==> config.mk <==
export PLATFORM = sky130hd
export DESIGN_NAME = cflog_packer
export DESIGN_NICKNAME = d
export VERILOG_FILES = /design/src/rtl/cflog_packer.sv
export SDC_FILE = /design/constraint.sdc
export NUM_CORES = 1
export LEC_CHECK = 0
export ABC_AREA = 1
export CORE_MARGIN = 10
export CORE_UTILIZATION = 50
export CTS_BUF_LIST = sky130_fd_sc_hd__clkbuf_8
export DETAILED_ROUTE_END_ITERATION = 6
export PLACE_DENSITY = 0.78
export SYNTH_ARGS = -nofsm -noshare
export SYNTH_HDL_FRONTEND = slang
export SYNTH_SLANG_ARGS = --single-unit
==> constraint.sdc <==
create_clock -name clk -period 2.98 [get_ports clk]
set_input_delay 0.298 -clock clk [delete_from_list [all_inputs] [get_ports clk]]
set_output_delay 0.298 -clock clk [all_outputs]
set_load 0.03 [all_outputs]
==> src/rtl/cflog_packer.sv <==
`default_nettype none
// ============================================================================
//  Module   : cflog_packer
//  Purpose  : Builds control-flow log entries from CPU branch events, either a
//             {src,dest} pair or a packed loop counter. Consecutive loop
//             reports coalesce into the last log slot. Entries are buffered
//             in a small write FIFO and handed to the CFLog memory over a
//             valid/ack handshake.
//  Ports    : clk, puc_rst         - clock, synchronous active-high reset
//             ev_valid, pc,
//             prev_pc, loop_detect,
//             loop_ctr             - branch event and its payload
//             log_clear            - synchronous restart of the log
//             mem_wen, mem_addr,
//             mem_wdata, mem_ack   - write request to the CFLog memory
//             log_ptr, log_full    - allocated entries / log exhausted
//             fifo_ovf, drop_cnt   - sticky overflow flag, dropped events
//             busy                 - write FIFO non-empty
//  Revision : 1.0 - initial release
// ============================================================================
module cflog_packer #(
    parameter int ADDR_W      = 16,
    parameter int FIFO_DEPTH  = 4,
    parameter int LOG_ENTRIES = 256,
    parameter int PTR_W       = 8
) (
    input  logic                  clk,
    input  logic                  puc_rst,
    input  logic                  ev_valid,
    input  logic [ADDR_W-1:0]     pc,
    input  logic [ADDR_W-1:0]     prev_pc,
    input  logic                  loop_detect,
    input  logic [2*ADDR_W-1:0]   loop_ctr,
    input  logic                  log_clear,
    output logic                  mem_wen,
    output logic [PTR_W-1:0]      mem_addr,
    output logic [2*ADDR_W-1:0]   mem_wdata,
    input  logic                  mem_ack,
    output logic [PTR_W:0]        log_ptr,
    output logic                  log_full,
    output logic                  fifo_ovf,
    output logic [7:0]            drop_cnt,
    output logic                  busy
);

    localparam int                 c_ENTRY_W   = 2 * ADDR_W;
    localparam int                 c_FIFO_AW   = $clog2(FIFO_DEPTH);
    localparam logic [c_FIFO_AW:0] c_FIFO_FULL = (c_FIFO_AW + 1)'(FIFO_DEPTH);
    localparam logic [c_FIFO_AW:0] c_CNT_ONE   = (c_FIFO_AW + 1)'(1);
    localparam logic [c_FIFO_AW-1:0] c_FPTR_ONE = c_FIFO_AW'(1);
    localparam logic [PTR_W:0]     c_LOG_CAP   = (PTR_W + 1)'(LOG_ENTRIES);
    localparam logic [PTR_W:0]     c_LPTR_ONE  = (PTR_W + 1)'(1);
    localparam logic [PTR_W-1:0]   c_SLOT_ONE  = PTR_W'(1);

    // Write buffer storage (slot index and entry payload per element)
    logic [PTR_W-1:0]     r_fifo_addr [0:FIFO_DEPTH-1];
    logic [c_ENTRY_W-1:0] r_fifo_data [0:FIFO_DEPTH-1];
    logic [c_FIFO_AW-1:0] r_rd_ptr;
    logic [c_FIFO_AW-1:0] r_wr_ptr;
    logic [c_FIFO_AW:0]   r_count;

    logic [PTR_W:0]       r_log_ptr;
    logic                 r_last_loop;
    logic                 r_fifo_ovf;
    logic [7:0]           r_drop_cnt;

    logic                 w_restart;
    logic                 w_fifo_full;
    logic                 w_fifo_empty;
    logic                 w_log_full;
    logic                 w_is_update;
    logic                 w_push;
    logic                 w_pop;
    logic                 w_drop;
    logic                 w_drop_fifo;
    logic [c_ENTRY_W-1:0] w_entry;
    logic [PTR_W-1:0]     w_slot;

    // Reset and log_clear share one restart path and override everything.
    assign w_restart    = puc_rst | log_clear;
    assign w_fifo_full  = (r_count == c_FIFO_FULL);
    assign w_fifo_empty = (r_count == '0);
    assign w_log_full   = (r_log_ptr == c_LOG_CAP);

    // A loop report directly following an accepted loop report rewrites the
    // previous slot instead of allocating a new one.
    assign w_is_update  = loop_detect & r_last_loop;

    // FIFO room is judged on start-of-cycle occupancy only; a same-cycle pop
    // does not make room. Updates are allowed into a full log because they
    // consume no new slot.
    assign w_push      = ev_valid & ~w_restart & ~w_fifo_full
                       & (w_is_update | ~w_log_full);
    assign w_drop      = ev_valid & ~w_restart & ~w_push;
    assign w_drop_fifo = w_drop & w_fifo_full;

    assign w_pop = ~w_fifo_empty & mem_ack;

    assign w_entry = loop_detect ? loop_ctr : {prev_pc, pc};

    // LOG_ENTRIES is a power of two, so the low PTR_W bits of log_ptr minus
    // one give the last slot even when log_ptr == LOG_ENTRIES.
    assign w_slot = w_is_update ? (r_log_ptr[PTR_W-1:0] - c_SLOT_ONE)
                                : r_log_ptr[PTR_W-1:0];

    always_ff @(posedge clk) begin
        if (w_push) begin
            r_fifo_addr[r_wr_ptr] <= w_slot;
            r_fifo_data[r_wr_ptr] <= w_entry;
        end
    end

    always_ff @(posedge clk) begin
        if (w_restart) begin
            r_rd_ptr    <= '0;
            r_wr_ptr    <= '0;
            r_count     <= '0;
            r_log_ptr   <= '0;
            r_last_loop <= 1'b0;
            r_fifo_ovf  <= 1'b0;
            r_drop_cnt  <= '0;
        end else begin
            if (w_push) begin
                r_wr_ptr <= r_wr_ptr + c_FPTR_ONE;
            end
            if (w_pop) begin
                r_rd_ptr <= r_rd_ptr + c_FPTR_ONE;
            end
            case ({w_push, w_pop})
                2'b10:   r_count <= r_count + c_CNT_ONE;
                2'b01:   r_count <= r_count - c_CNT_ONE;
                default: r_count <= r_count;
            endcase

            if (w_push && !w_is_update) begin
                r_log_ptr <= r_log_ptr + c_LPTR_ONE;
            end

            if (w_push) begin
                r_last_loop <= loop_detect;
            end else if (w_drop) begin
                r_last_loop <= 1'b0;
            end

            if (w_drop_fifo) begin
                r_fifo_ovf <= 1'b1;
            end
            if (w_drop && (r_drop_cnt != 8'hFF)) begin
                r_drop_cnt <= r_drop_cnt + 8'd1;
            end
        end
    end

    assign mem_wen   = ~w_fifo_empty;
    assign mem_addr  = w_fifo_empty ? '0 : r_fifo_addr[r_rd_ptr];
    assign mem_wdata = w_fifo_empty ? '0 : r_fifo_data[r_rd_ptr];
    assign log_ptr   = r_log_ptr;
    assign log_full  = w_log_full;
    assign fifo_ovf  = r_fifo_ovf;
    assign drop_cnt  = r_drop_cnt;
    assign busy      = ~w_fifo_empty;

endmodule
`default_nettype wire

After elaboration in Yosys (flattened, before gate mapping)
Memory sizes are Yosys's and may differ from the RTL's. A register that Yosys moved wholly into a read port is not among the register bits.
Cells that the tools add are included.
{"block": "totals", "regBits": 26, "ramBits": 160, "inputBits": 70, "n_memories": 2}
{"block": "classes", "add_sub_neg": 7, "n_eq_ne": 5, "n_mux": 13, "n_bitwise": 14, "reduce_logical": 6}
{"name": "r_fifo_data", "depth": 4, "word_bits": 32, "read_ports": 1, "rd_clocked_by_memory_dff": 1, "write_ports": 1, "line": "57", "source": "logic [c_ENTRY_W-1:0] r_fifo_data [0:FIFO_DEPTH-1];"}
{"name": "r_fifo_addr", "depth": 4, "word_bits": 8, "read_ports": 1, "rd_clocked_by_memory_dff": 1, "write_ports": 1, "line": "56", "source": "logic [PTR_W-1:0] r_fifo_addr [0:FIFO_DEPTH-1];"}
{"operator": "32-bit 2-to-1 mux", "n": 2}
{"operator": "8-bit 2-to-1 mux", "n": 2}
{"operator": "9-bit by 1-bit adder with 9-bit output (second input constant)", "n": 1}
{"operator": "9-bit equality test (second input constant)", "n": 1}
{"operator": "8-bit by 1-bit adder with 8-bit output (second input constant)", "n": 1}
{"operator": "2-bit 2-to-1 mux", "n": 4}
{"operator": "8-bit != test (second input constant)", "n": 1}
{"operator": "8-bit by 1-bit subtractor with 8-bit output (second input constant)", "n": 1}
{"operator": "1-bit AND", "n": 7}
{"operator": "3-bit case mux with 2 select lines", "n": 1}
{"operator": "1-bit NOT", "n": 5}
{"operator": "2-bit by 1-bit adder with 2-bit output (second input constant)", "n": 2}
{"operator": "1-bit 2-to-1 mux", "n": 4}
{"operator": "2-bit nonzero test", "n": 2}
{"operator": "3-bit by 1-bit adder with 3-bit output (second input constant)", "n": 1}
{"operator": "3-bit equality test (second input constant)", "n": 1}
{"operator": "3-bit zero test", "n": 1}
{"operator": "3-bit by 1-bit subtractor with 3-bit output (second input constant)", "n": 1}
{"operator": "2-bit by 1-bit equality test with 1-bit output (second input constant)", "n": 1}
{"operator": "2-bit equality test (second input constant)", "n": 1}
{"operator": "1-bit logical AND", "n": 2}
{"operator": "1-bit OR", "n": 2}
{"operator": "1-bit zero test", "n": 1}

Depth between registers and ports, before layout
{"block": "logic_depth", "ltp_word": 9, "mapped_depth": 14}

Worst setup path after synthesis
Ideal clock, no wire load.
{"block": "synth_timing", "path_kind": "flip-flop to flip-flop", "startpoint": "register r_log_ptr[0] (netlist: log_ptr[0])", "endpoint": "memory r_fifo_addr[0][0], enable pin", "setup_ps": 438, "arrival_ps": 3095, "required_ps": 2542, "setup_slack_ps": -553, "path_stages_with_launch": 9, "n_path_buf": 1, "synth_period_minus_slack_ps": 3533, "path_cell_list": "dfxtp_1 > inv_1 > ha_1 > nand2_1 > nor2_4 > nand3_2 > nand2_4 > buf_8 > nor2_1"}
{"block": "synth_via", "elab_chain_cells": 6}
{"item": "start, declared", "line": "62", "source": "logic [PTR_W:0] r_log_ptr;"}
{"item": "start signal, assigned", "line": "136", "source": "r_log_ptr <= r_log_ptr + c_LPTR_ONE;"}
{"item": "9-bit equality test", "line": "83", "source": "assign w_log_full = (r_log_ptr == c_LOG_CAP);"}
{"item": "1-bit NOT", "line": "93", "source": "& (w_is_update | ~w_log_full);"}
{"item": "1-bit OR", "line": "93"}
{"item": "1-bit AND", "line": "93"}
{"item": "1-bit 2-to-1 mux", "line": "107", "source": "if (w_push) begin"}
{"item": "1-bit 2-to-1 mux (not written as such)", "line": "108", "source": "r_fifo_addr[r_wr_ptr] <= w_slot;"}
{"item": "end, declared", "line": "56"}
No other way between the ends.

==> key figures <==
Outcome
  • Outcome: completed

Cells and area
  • Final Cell Area: between 10000 and 15000 µm²
  • Layout fillers: 1241
  • Fraction of layout cells with a size suffix above 1: around 11%
  • # nets final: roughly 1000
  • ANT cells: 0
  • Synth-to-Final Area Change: 22.0%
  • Post-route insts no fill: between 1000 and 1500
  • Final Core Density: 62.8%

Floorplanning
  • Die width: 149 µm
  • Starting Density: 51.5%
  • Die area: about 22000 µm²
  • Core Region: around 16000 µm²
  • IO Pins: approximately 130
  • Vert. Die Dim: approximately 150 µm
  • Row Count: 46

Pwr
  • Static Leak: ~0.0037 µW
  • Power, Total: 4780 µW
  • Power per cell area: approximately 470 nW/µm²
  • Worst vdd ir: about 0.28 mV

Yosys
  • Count leader, synth: nor2_1
  • Number of flops mapped to enable cells by yosys: 160
  • Async set-or-reset flop fraction in the synthesized netlist: 0%
  • Synth Instances: around 800
  • Syn. warnings: 0
  • Top cell type's share of synthesized area: about three fifths
  • Synthesized Nets: 903
  • FF+latch count, synth: 188
  • Synth Flop Type: edfxtp_1
  • Sequential fraction of the synthesis area: about two thirds
  • Synth area leaders: edfxtp_1, nor2_1, dfxtp_1
  • Synth top cells by count: nor2_1, edfxtp_1, nand2_1
  • Synth Cell Area: a little over 8000 µm²
  • Synth area leader: edfxtp_1
  • Cell variety after synth: 34
  • Avg Cell Area, Syn: between 10 and 15 µm²

Timing
  • Max Slew Vio Count: 0
  • Setup violations, final: 0
  • Worst clock skew: approximately 10 ps
  • Slew Limit Headroom: 25.2%
  • RSZ-0062 raised after global routing: false
  • Max Clk Rate: between 300 and 400 MHz
  • Least-Margin Pin Slew: about 1100 ps
  • Min Tclk post-route: about 2700 ps
  • Crit share post-route: roughly nine tenths
  • Hold Vio Cnt, Final: 0

Clock network
  • Clock-pin slew on the worst setup and hold paths: roughly 90 ps
  • CTS tree: built
  • Max Root-Sink Buffers: 2
  • Cts bufs inserted: 17
  • Clock root buffer: clkbuf_8
  • Clock sink count: 188
  • Htree depth: 4
  • Post-CTS Setup Bufs: 0
  • Cts hold-fix bufs: 0
  • Post-CTS sizing: 0
  • Worst-skew pair later-pin latency: ~450 ps

Global routing
  • Grt peak-use layer: met2
  • Largest net degree at the start of global routing: 81
  • Met1 usage: around a fifth
  • Met3 Use GR: under 10%
  • Met2 GRT Util: just under 30%
  • Vias in the first global route: about 5900
  • Gr usage total: 17.3%
  • Initial antenna violation count: 0
  • Grt ovf: 0
  • First-pass GRT wire length: between 30000 and 40000 µm

Route
  • Post-Route WL: roughly 19000 µm
  • Starting DRT DRC Count: approximately 440
  • Routed Antenna Nets: 0
  • DR WL/cell: between 15 and 20 µm
  • Vias/cell: ~5
  • Residual DRC: 0
  • TritonRoute pass-1 iters: 5
  • Via count: approximately 6000

Worst setup path
  • Setup Crit Path Kind: reg -> out
  • Cell Chain, Critical Path: buf_4 -> nor2_1 -> nor2_1 -> o21ai_0 -> a21oi_1 -> buf_12
  • CP max stage delay: between 600 and 700 ps
  • Worst Path Max Fanout: 80
  • Most frequent CP cell: nor2_1
  • Startpoint type of the worst setup path: flip-flop
  • WP data arrival: 2360 ps
  • CP max-delay cell: buf_4
  • Crit end category: output pin
  • Worst EP required: approximately 2700 ps

Flow run
  • Max-cap violations: 0

Min path
  • Hold Crit Class: in -> reg

Placement
  • Gpl congestion: just over 0.8
  • Placed insts: about 1100
  • Placement Cell Area: between 9000 and 10000 µm²
  • Detail Placement HPWL: about 12000 µm
  • PortBufs: 130
stage by stage:
stage | setup WS, ps | TNS (ps) | hold slack [ps]
2_1_floorplan | -553 | -88490 | 436
3_3_place_gp | 502 | 0 | 448
3_5_place_dp | 471 | 0 | 468
4_1_cts | 200 | 0 | 301
5_1_grt | 104 | 0 | 348
6_report | 325 | 0 | 331
state kept, by name, summed over array words and instances, names as in the netlist, named ones only:
signal and count:
r_fifo_data 128, log_ptr 9, drop_cnt 8, r_rd_ptr 2
r_last_loop 1, r_count 3, fifo_ovf 1, r_fifo_addr 32
r_wr_ptr 2
layout by cell type (no fill, tap or decap), types with 3 or more instances in the layout:
| master | n |
|---|---|
| inv_2 | 5 |
| clkinv_2 | 5 |
| clkbuf_8 | 17 |
| a21oi_1 | 61 |
| clkdlybuf4s50_1 | 89 |
| buf_4 | 46 |
| nor2_1 | 189 |
| nand2_4 | 3 |
| nand4_1 | 8 |
| dfxtp_1 | 26 |
| ha_1 | 9 |
| xor2_1 | 5 |
| o21ai_1 | 15 |
| nand3_1 | 13 |
| nand2_1 | 144 |
| buf_12 | 5 |
| edfxtp_1 | 160 |
| clkinv_1 | 4 |
| inv_1 | 36 |
| nor3_1 | 4 |
| nor2_4 | 7 |
| o21ai_0 | 78 |
where the power goes:
group	leakage [µW]	total (µW)	switching [µW]	internal, µW
Sequential	0.00169	2890	8.89	2880
Combinational	0.00185	329	187	143
Clock	0.000194	1560	833	728
cell families (layout without fill, tap and decap cells):
group                      after synthesis  in the layout  share of synthesized area, %
AOI/OAI and AO/OA                      156            156                          9.52
and+or+nand+nor                        378            378                          19.0
DFF                                    188            188                          64.9
xor gates and xnor gates                 6              6                         0.635
buffers and inverters                   85            215                          4.36
adders and majority gates               10             10                          1.60
critical path: cells and delay by family (launching register included):
family | cells | cell delay [ps]
buffers and inverters | 2 | 850
AND/OR/NAND/NOR | 2 | 230
AO/OA/AOI/OAI | 2 | 460
flip-flops | 1 | 360
routing by layer:
metal | vias up | share of wire (%)
met1 | 2795 | 42
met5 | - | 0
met2 | 192 | 49
met3 | 24 | 6.5
met4 | 0 | 1.6
li1 | 3013 | -
cell type report:
class / count / area [µm²] / share of cell area (%)
Clock buffer: 17 / 234 / 2.32
Clock inverter: 15 / 133 / 1.31
Inverter: 42 / 161 / 1.60
Multi-Input combinational cell: 550 / 2580 / 25.6
Sequential cell: 188 / 5370 / 53.2
Tap cell: 216 / 270 / 2.68
Timing Repair Buffer: 141 / 1340 / 13.3
path summary, 6_finish.rpt:
check	to	cells after the start	start	slack [ps]
max	mem_wdata[11]	6	flip-flop	320
min	log_ptr[0]$_SDFFE_PP0P_	4	loop_detect	330
max reg2reg	r_count[2]$_SDFFE_PP0P_	13	log_ptr[0]$_SDFFE_PP0P_	510
min reg2reg	flip-flop	2	r_rd_ptr[1]$_SDFFE_PP0P_	480
No activity file was read; power rests on OpenSTA's default activity.
